## src/rtl/alu_mul_sequencer.sv

```systemverilog
// alu_mul_sequencer: 16x16 unsigned shift-and-add multiplier.
// It borrows the shared 33-bit ALU for all arithmetic:
//   - a 32-bit ADD accumulates the partial product;
//   - a 32-bit LSL doubles the multiplicand.
// The ALU output is registered, so every ALU operation takes an
// ISSUE cycle followed by a WAIT cycle.
//
// Optional build macro: ALU_MUL_EARLY_TERM_EN.
//   When defined, the block finishes as soon as no multiplier bits remain.
//   An OpB of zero therefore completes in a single cycle.
//
// State table:
//   state       | meaning
//   S_IDLE      | waiting for Start; ALU outputs parked at 0
//   S_ADD_ISSUE | drive P + M onto the ALU
//   S_ADD_WAIT  | capture the ALU sum into P
//   S_SHL_ISSUE | drive M << 1 onto the ALU
//   S_SHL_WAIT  | capture the shifted M, shift Q, count down one iteration
//   S_DONE      | Product valid, one-cycle Done pulse

module alu_mul_sequencer #(
  parameter int         N        = 16,
  parameter logic [4:0] FS_ADD32 = 5'b10100,
  parameter logic [4:0] FS_LSL32 = 5'b11011
) (
  input  logic           Clock,
  input  logic           Reset,
  input  logic           Start,
  input  logic [N-1:0]   OpA,
  input  logic [N-1:0]   OpB,
  output logic           Busy,
  output logic           Done,
  output logic [2*N-1:0] Product,
  output logic [32:0]    AluA,
  output logic [32:0]    AluB,
  output logic [4:0]     AluFunSel,
  output logic           AluWF,
  input  logic [32:0]    AluOut
);

  localparam int CW = $clog2(N + 1);

  typedef enum logic [2:0] {
    S_IDLE      = 3'd0,
    S_ADD_ISSUE = 3'd1,
    S_ADD_WAIT  = 3'd2,
    S_SHL_ISSUE = 3'd3,
    S_SHL_WAIT  = 3'd4,
    S_DONE      = 3'd5
  } state_t;

  state_t         state, state_nxt;
  logic [2*N-1:0] p;
  logic [2*N-1:0] m;
  logic [N-1:0]   q;
  logic [N-1:0]   q_shr;
  logic [CW-1:0]  cnt;
  logic           start_zero;
  logic           last_iter;
  logic           alu_out_unused;

  assign q_shr = q >> 1;

  // The product never needs more than 2N bits.
  // The ALU carry and any upper result bits are therefore dropped.
  assign alu_out_unused = ^AluOut[32:2*N];

`ifdef ALU_MUL_EARLY_TERM_EN
  assign start_zero = (OpB == '0);
  assign last_iter  = (cnt == CW'(1)) || (q_shr == '0);
`else
  assign start_zero = 1'b0;
  assign last_iter  = (cnt == CW'(1));
`endif

  // State register
  always_ff @(posedge Clock or negedge Reset) begin
    if (!Reset) state <= S_IDLE;
    else        state <= state_nxt;
  end

  // Next-state decode
  always_comb begin
    state_nxt = state;
    case (state)
      S_IDLE: begin
        if (Start) begin
          if (start_zero)  state_nxt = S_DONE;
          else if (OpB[0]) state_nxt = S_ADD_ISSUE;
          else             state_nxt = S_SHL_ISSUE;
        end
      end
      S_ADD_ISSUE: state_nxt = S_ADD_WAIT;
      S_ADD_WAIT:  state_nxt = S_SHL_ISSUE;
      S_SHL_ISSUE: state_nxt = S_SHL_WAIT;
      S_SHL_WAIT: begin
        // q[1] is the multiplier bit that the shift is about to expose.
        if (last_iter) state_nxt = S_DONE;
        else if (q[1]) state_nxt = S_ADD_ISSUE;
        else           state_nxt = S_SHL_ISSUE;
      end
      S_DONE:  state_nxt = S_IDLE;
      default: state_nxt = S_IDLE;
    endcase
  end

  // Status and ALU operand outputs.
  // Operands stay stable through each WAIT cycle.
  always_comb begin
    Busy      = (state != S_IDLE);
    Done      = (state == S_DONE);
    AluA      = '0;
    AluB      = '0;
    AluFunSel = 5'b00000;
    case (state)
      S_ADD_ISSUE, S_ADD_WAIT: begin
        AluA      = 33'(p);
        AluB      = 33'(m);
        AluFunSel = FS_ADD32;
      end
      S_SHL_ISSUE, S_SHL_WAIT: begin
        AluA      = 33'(m);
        AluFunSel = FS_LSL32;
      end
      default: ;
    endcase
  end

  // Flags (and with them the ADD carry-in) must stay untouched.
  assign AluWF = 1'b0;

  // Datapath: operand latch, ALU result capture, iteration count, product.
  always_ff @(posedge Clock or negedge Reset) begin
    if (!Reset) begin
      p       <= '0;
      m       <= '0;
      q       <= '0;
      cnt     <= '0;
      Product <= '0;
    end else begin
      case (state)
        S_IDLE: begin
          if (Start) begin
            m   <= {{N{1'b0}}, OpA};
            q   <= OpB;
            p   <= '0;
            cnt <= CW'(N);
            if (start_zero) Product <= '0;
          end
        end
        S_ADD_WAIT: p <= AluOut[2*N-1:0];
        S_SHL_WAIT: begin
          m   <= AluOut[2*N-1:0];
          q   <= q_shr;
          cnt <= cnt - CW'(1);
          // P is already final here, so Product is valid on entry to DONE.
          if (last_iter) Product <= p;
        end
        default: ;
      endcase
    end
  end

endmodule
```

## config.mk

```make
export PLATFORM = sky130hd
export DESIGN_NAME = alu_mul_sequencer
export DESIGN_NICKNAME = d
export VERILOG_FILES = /design/src/rtl/alu_mul_sequencer.sv
export SDC_FILE = /design/constraint.sdc
export NUM_CORES = 1
export LEC_CHECK = 0
export CORE_UTILIZATION = 50
export CTS_BUF_LIST = sky130_fd_sc_hd__clkbuf_4
export DETAILED_ROUTE_END_ITERATION = 8
export GPL_TIMING_DRIVEN = 0
export MAX_ROUTING_LAYER = met4
export PLACE_DENSITY_LB_ADDON = 0.2
export RECOVER_POWER = 100
export SKIP_CTS_REPAIR_TIMING = 1
export SKIP_LAST_GASP = 1
export SYNTH_ARGS = -nofsm -noshare
export SYNTH_HDL_FRONTEND = slang
export SYNTH_SLANG_ARGS = --single-unit
export TNS_END_PERCENT = 5
```

## constraint.sdc

```tcl
create_clock -name Clock -period 4.7 [get_ports Clock]
set_input_delay 0.47 -clock Clock [delete_from_list [all_inputs] [get_ports Clock]]
set_output_delay 0.47 -clock Clock [all_outputs]
set_load 0.005 [all_outputs]
```

==> flow_metrics.env, run 1 <==
export IMPL_outcome="finished, violations left"
export IMPL_violations="max-capacitance violations, max-slew violations"
export IMPL_crit_type="reg -> out"
export IMPL_skew_ns=0.0146
export IMPL_grt_usage=0.310
export IMPL_peakVddDrop_mv=0.426
export IMPL_clkSinkCount=119
export IMPL_syn_instance_count=451
export IMPL_synth_top_area_share=0.542
export IMPL_yosysSeqAreaShare=0.542
export IMPL_nNetsFinal=713
export IMPL_setup_viol=0
export IMPL_coreArea_sq_um=10500
export IMPL_cts_tree="yes"
export IMPL_clkSlewWorstSetupHoldPaths_ns=0.11
export IMPL_numCtsBuffers=17
export IMPL_cp_end_kind="primary output"
export IMPL_die_x_um=107
export IMPL_cts_htree_levels=4
export IMPL_final_max_slew_viol_count=34
export IMPL_hold_viol_final=0
export IMPL_hpwl_um=11500
export IMPL_die_h_um=107
export IMPL_avgSynthCellArea_sq_um=12.2
export IMPL_crit_fanout=12
export IMPL_port_buffers=169
export IMPL_ys_seq_elements=119
export IMPL_min_period_ns=3.76
export IMPL_yosys_area_top_type="dfrtp_1"
export IMPL_fillCellCount=808
export IMPL_yosys_warnings=0
export IMPL_period_share=0.799
export IMPL_routabilityCongestion=0.832
export IMPL_routed_via_density=5.91
export IMPL_rsz0062_at_grt="no"
export IMPL_grt_pass1_vias=4806
export IMPL_drt_total_wl_um=16500
export IMPL_post_route_drc_count=0
export IMPL_clk_latency_ns=0.50
export IMPL_synthToLayoutAreaGrowth_pct=37.8
export IMPL_synth_area_leaders="dfrtp_1 (54%), a22o_1 (13%), mux2_4 (7.9%)"
export IMPL_overflow=0
export IMPL_relSlewSlack=-0.267
export IMPL_synth_cell_type_count=40
export IMPL_drt_iter0_drc=242
export IMPL_r2r_setup_slack_ns=2.29
export IMPL_vias=4684
export IMPL_ant_nets=0
export IMPL_cts_root_buf="clkbuf_4"
export IMPL_mappedNetlistArea_sq_um=5500
export IMPL_dieArea_sq_um=11400
export IMPL_wl_per_cell_um=20.8
export IMPL_cp_required_ns=4.23
export IMPL_antennaDiodeCount=0
export IMPL_antenna_found_initial=0
export IMPL_firstDrtPassIters=5
export IMPL_fin_util=0.721
export IMPL_power_density_nw_per_um2=684
export IMPL_clockBufferDepth=2
export IMPL_hp_class="reg -> reg"
export IMPL_start_util=0.523
export IMPL_start_kind="register"
export IMPL_hold_slack_ns=0.497
export IMPL_grt_pass1_wl_um=26000
export IMPL_power_leakage_nw=3.54
export IMPL_grt_max_degree=87
export IMPL_row_count=37
export IMPL_drive_above_1_share=0.0960
export IMPL_maxCapViolCount=1
export IMPL_fmax_ghz=0.266
export IMPL_worst_pin_slew_ns=1.90
export IMPL_ios=174
export IMPL_cp_arrival_ns=3.29
cells by family (layout without fill, tap and decap cells):
family / count (synthesis) / after routing / synth area share
AOI/OAI and AO/OA: 183 / 183 / 0.239
xor gates and xnor gates: 2 / 2 / 0.00319
adders and majority gates: 2 / 2 / 0.00455
buffers and inverters: 53 / 256 / 0.0526
DFF: 119 / 119 / 0.542
muxes: 33 / 33 / 0.0874
other: 1 / 3 / 0.000682
and+or+nand+nor: 58 / 58 / 0.0712
power breakdown:
group	switching [mW]	leakage, nW	total (mW)	internal (mW)
Sequential	0.301	1.55	1.68	1.38
Clock	0.397	0.181	0.875	0.478
Combinational	1.31	1.81	2.62	1.32
Total	2.01	3.54	5.18	3.17
worst paths after layout:
path / startpoint / endpoint / depth (start not counted)
min in group asynchronous: Reset / Product[19] / 2
hold / removal: Product[12] / Product[12] / 1
setup reg to reg: cnt[1] / Product[24] / 6
hold reg to reg: Product[12] / Product[12] / 1
max in group asynchronous: Reset / Product[1] / 3
setup / recovery: state[1] / AluA[25] / 6
Yosys cell counts, drive strengths merged:
cell / instances
o21ai: 4
nor2: 3
buf: 39
nor3: 2
nor2b: 2
conb: 1
nand2: 6
or2: 2
a22o: 81
inv: 3
ha: 2
nand3b: 2
mux2: 33
and2: 33
o311ai: 1
clkbuf: 10
nor4b: 2
dfrtp: 119
clkinv: 1
a31oi: 2
and4: 1
o22ai: 60
or3b: 2
a21oi: 32
xnor2: 1
xor2: 1
nor3b: 3
a211oi: 1
o2bb2ai: 2
cell type report:
class,instances,area (sq um),area share
clock inverter,14,206,0.0273
tap,136,170,0.0225
timing repair buffer,171,1720,0.227
inverter,4,15.0,0.00198
clock buffer,18,135,0.0178
multi-input combinational,281,2120,0.280
sequential,119,2980,0.393
buffer,49,229,0.0302
through the flow:
step / area, sq um / worst slack (ns) / setup TNS (ns) / power [mW] / std cells
4_1_cts: 7740 / 1.46 / 0 / 5.33 / 791
2_1_floorplan: 5500 / 2.90 / 0 / 3.09 / 453
3_5_place_dp: 7390 / 2.02 / 0 / 4.46 / 759
3_3_place_gp: 7370 / -1.36 / -160.72 / 4.36 / 758
6_report: 7580 / 0.943 / 0 / 5.18 / 792
5_1_grt: 7580 / 0.795 / 0 / 5.47 / 792
worst max-delay path, stage by stage (launching register included):
cell           delay, ns
dfrtp_1             0.45
or3b_1              0.36
clkbuf_1            0.18
nand2_1             0.32
clkbuf_1            0.65
a22o_1              0.23
dlygate4sd3_1       0.59
per-layer routing:
metal  share of wire  routed length, um  GRT usage  up-vias
met1            0.41               6780      0.397     2338
li1                -                  -          -     2097
met2            0.51               8350      0.496      213
met4           0.024                402      0.114        0
met3           0.059                971     0.0541       36
met5               0                  0          -        -
sequential cells by signal, indices dropped and copies added (netlist names):
register,flops
Product,32
state,3
q,15
m,32
p,32
cnt,5
layout by cell type (no fill, tap or decap), types with 4 or more instances in the layout:
cell and instances:
buf_4 6, dlygate4sd3_1 73, o22ai_1 60, clkdlybuf4s50_1 96, dfrtp_1 119, o21ai_0 4
and2_0 21, clkbuf_4 20, clkbuf_1 27, nand2_1 6, a22o_1 81, mux2_1 26
bufinv_16 5, a21oi_1 32, and2_1 12, mux2_2 4, buf_2 12
(Power assumes the default switching activity.)
==> run 2, diff against run 1 <==
- CORE_UTILIZATION: 50 -> 48
- clock period: 4.7 -> 3.78 ns (I/O delays scaled with it)
==> run 2 against run 1 <==
Against the previous run: sequential share of layout area up 0.10 points; clock power increased by 20%; first-iteration DRC count rose by 17%; cell count increased by 0.25%; register-to-register slack worse by 0.86 ns; the run still ends with max-capacitance violations, max-slew violations left; routed wire length down 0.81%; via count grew 2.4%; critical endpoint is now AluA[28]; clock skew up 0.00067 ns.
==> flow_metrics.env, run 2 (synthesis results as in run 1) <==
export IMPL_outcome="finished, violations left"
export IMPL_violations="max-capacitance violations, max-slew violations"
export IMPL_crit_fanout=10
export IMPL_combPwrFrac=0.512
export IMPL_routabilityCongestion=0.842
export IMPL_antenna_found_initial=0
export IMPL_min_period_ns=3.41
export IMPL_hpwl_um=11400
export IMPL_multiInputGateArea_sq_um=2110
export IMPL_top_regs="Product: 32 flops, m: 32 flops, p: 32 flops"
export IMPL_setup_viol=0
export IMPL_fillCellCount=870
export IMPL_maxCapViolCount=1
export IMPL_final_max_slew_viol_count=44
export IMPL_p_seq_frac=0.324
export IMPL_cp_required_ns=3.40
export IMPL_clkSinkCount=119
export IMPL_peakVddDrop_mv=0.526
export IMPL_crit_type="reg -> out"
export IMPL_power_leakage_nw=3.51
export IMPL_grt_pass1_vias=4845
export IMPL_clk_latency_ns=0.50
export IMPL_wl_per_cell_um=20.6
export IMPL_fmax_ghz=0.293
export IMPL_swShare=0.382
export IMPL_place_area_sq_um=7400
export IMPL_intPower_mw=3.96
export IMPL_antennaDiodeCount=0
export IMPL_instances_no_fill=794
export IMPL_ios=174
export IMPL_cp_end_kind="primary output"
export IMPL_grt_pass1_wl_um=24900
export IMPL_drive_above_1_share=0.0933
export IMPL_clockBufferDepth=2
export IMPL_hold_viol_final=0
export IMPL_drt_total_wl_um=16400
export IMPL_grt_usage=0.290
export IMPL_layout_commonest_cell="dfrtp_1"
export IMPL_most_common_layout_cells="dfrtp_1 (119), clkdlybuf4s50_1 (107), a22o_1 (81), dlygate4sd3_1 (62), o22ai_1 (60)"
export IMPL_grt_max_degree=77
export IMPL_cts_tree="yes"
export IMPL_seq_area_sq_um=2980
export IMPL_power_switching_mw=2.45
export IMPL_post_place_cells=763
export IMPL_ant_nets=0
export IMPL_clkSlewWorstSetupHoldPaths_ns=0.11
export IMPL_cts_root_buf="clkbuf_4"
export IMPL_post_route_drc_count=0
export IMPL_period_share=0.902
export IMPL_post_route_cell_area_sq_um=7560
export IMPL_die_x_um=109
export IMPL_dieArea_sq_um=11900
export IMPL_row_count=38
export IMPL_numCtsBuffers=17
export IMPL_hp_class="in -> reg"
export IMPL_coreArea_sq_um=11000
export IMPL_start_kind="register"
export IMPL_vias=4798
export IMPL_cp_arrival_ns=3.03
export IMPL_worst_pin_slew_ns=2.39
export IMPL_nNetsFinal=713
export IMPL_drt_iter0_drc=284
export IMPL_die_h_um=109
export IMPL_routed_via_density=6.04
export IMPL_cts_htree_levels=4
export IMPL_port_buffers=169
export IMPL_relSlewSlack=-0.590
export IMPL_synthToLayoutAreaGrowth_pct=37.5
export IMPL_start_util=0.500
export IMPL_skew_ns=0.0152
export IMPL_firstDrtPassIters=5
export IMPL_overflow=0
export IMPL_rsz0062_at_grt="no"
export IMPL_power_frac_clock=0.163
export IMPL_power_density_nw_per_um2=849
-- run 2: cell types whose count changed in the layout (fill, tap and decap cells not counted), sizes merged --
cell | previous run | this run
clkdlybuf4s50 | 96 | 107
buf | 22 | 23
clkinv | 9 | 7
clkbuf | 47 | 46
dlygate4sd3 | 73 | 62
-- run 2: through the flow --
| step | setup WS (ns) | hold WS, ns | total power [mW] | TNS [ns] | utilization |
|---|---|---|---|---|---|
| global placement | -2.17 | 0.493 | 5.43 | -257.32 | 0.671 |
| global route | 0.281 | 0.468 | 6.77 | 0 | 0.688 |
| floorplan | 2.07 | 0.0824 | 3.84 | 0 | - |
| detailed placement | 1.20 | 0.321 | 5.55 | 0 | 0.674 |
| CTS | 0.641 | -0.222 | 6.59 | 0 | 0.703 |
| finish | 0.369 | 0.485 | 6.41 | 0 | 0.688 |
-- run 2: area by class of cell --
class,instances,area share
Clock buffer,18,0.0179
Clock inverter,12,0.0243
Inverter,4,0.00199
Tap cell,140,0.0232
Multi-Input combinational cell,281,0.280
Buffer,49,0.0310
Timing Repair Buffer,171,0.228
Sequential cell,119,0.394
-- run 2: path summary, 6_finish.rpt --
kind | from | to | slack (ns) | cells after the start
max reg2reg | cnt[1] | Product[15] | 1.43 | 6
min in group asynchronous | Reset | Product[16] | 1.14 | 2
min reg2reg | Product[18] | Product[18] | 0.50 | 1
max in group asynchronous | Reset | Product[24] | 1.28 | 2
max | state[0] | AluA[28] | 0.37 | 6
min | OpB[3] | q[3] | 0.49 | 3
-- run 2: per-layer routing --
metal / GRT usage / share of wire
met3: 0.0472 / 0.077
met5: - / 0
met2: 0.464 / 0.50
met4: 0.125 / 0.026
met1: 0.366 / 0.40
-- run 2: worst max-delay path, stage by stage, from the launching register on --
cell and delay, ns:
dfrtp_1 0.38, clkbuf_1 0.36, xnor2_1 0.15, nor2_2 0.13
clkbuf_1 0.68, a22o_1 0.25, dlygate4sd3_1 0.57
-- run 2: power by group through the flow --
stage | Combinational, mW | Clock [mW] | Sequential, mW
after floorplan | 1.84 | 0 | 2.00
after global placement | 3.35 | 0 | 2.08
after detailed placement | 3.44 | 0 | 2.11
after CTS | 3.45 | 1.06 | 2.08
after global routing | 3.52 | 1.11 | 2.14
final | 3.29 | 1.05 | 2.08
==> run 3, diff against run 2 <==
- GPL_ROUTABILITY_DRIVEN: default -> 0
- SKIP_CTS_REPAIR_TIMING: 1 -> default
==> results of run 3 <==
No change in the layout: final DEF, timing and power equal those of run 2.
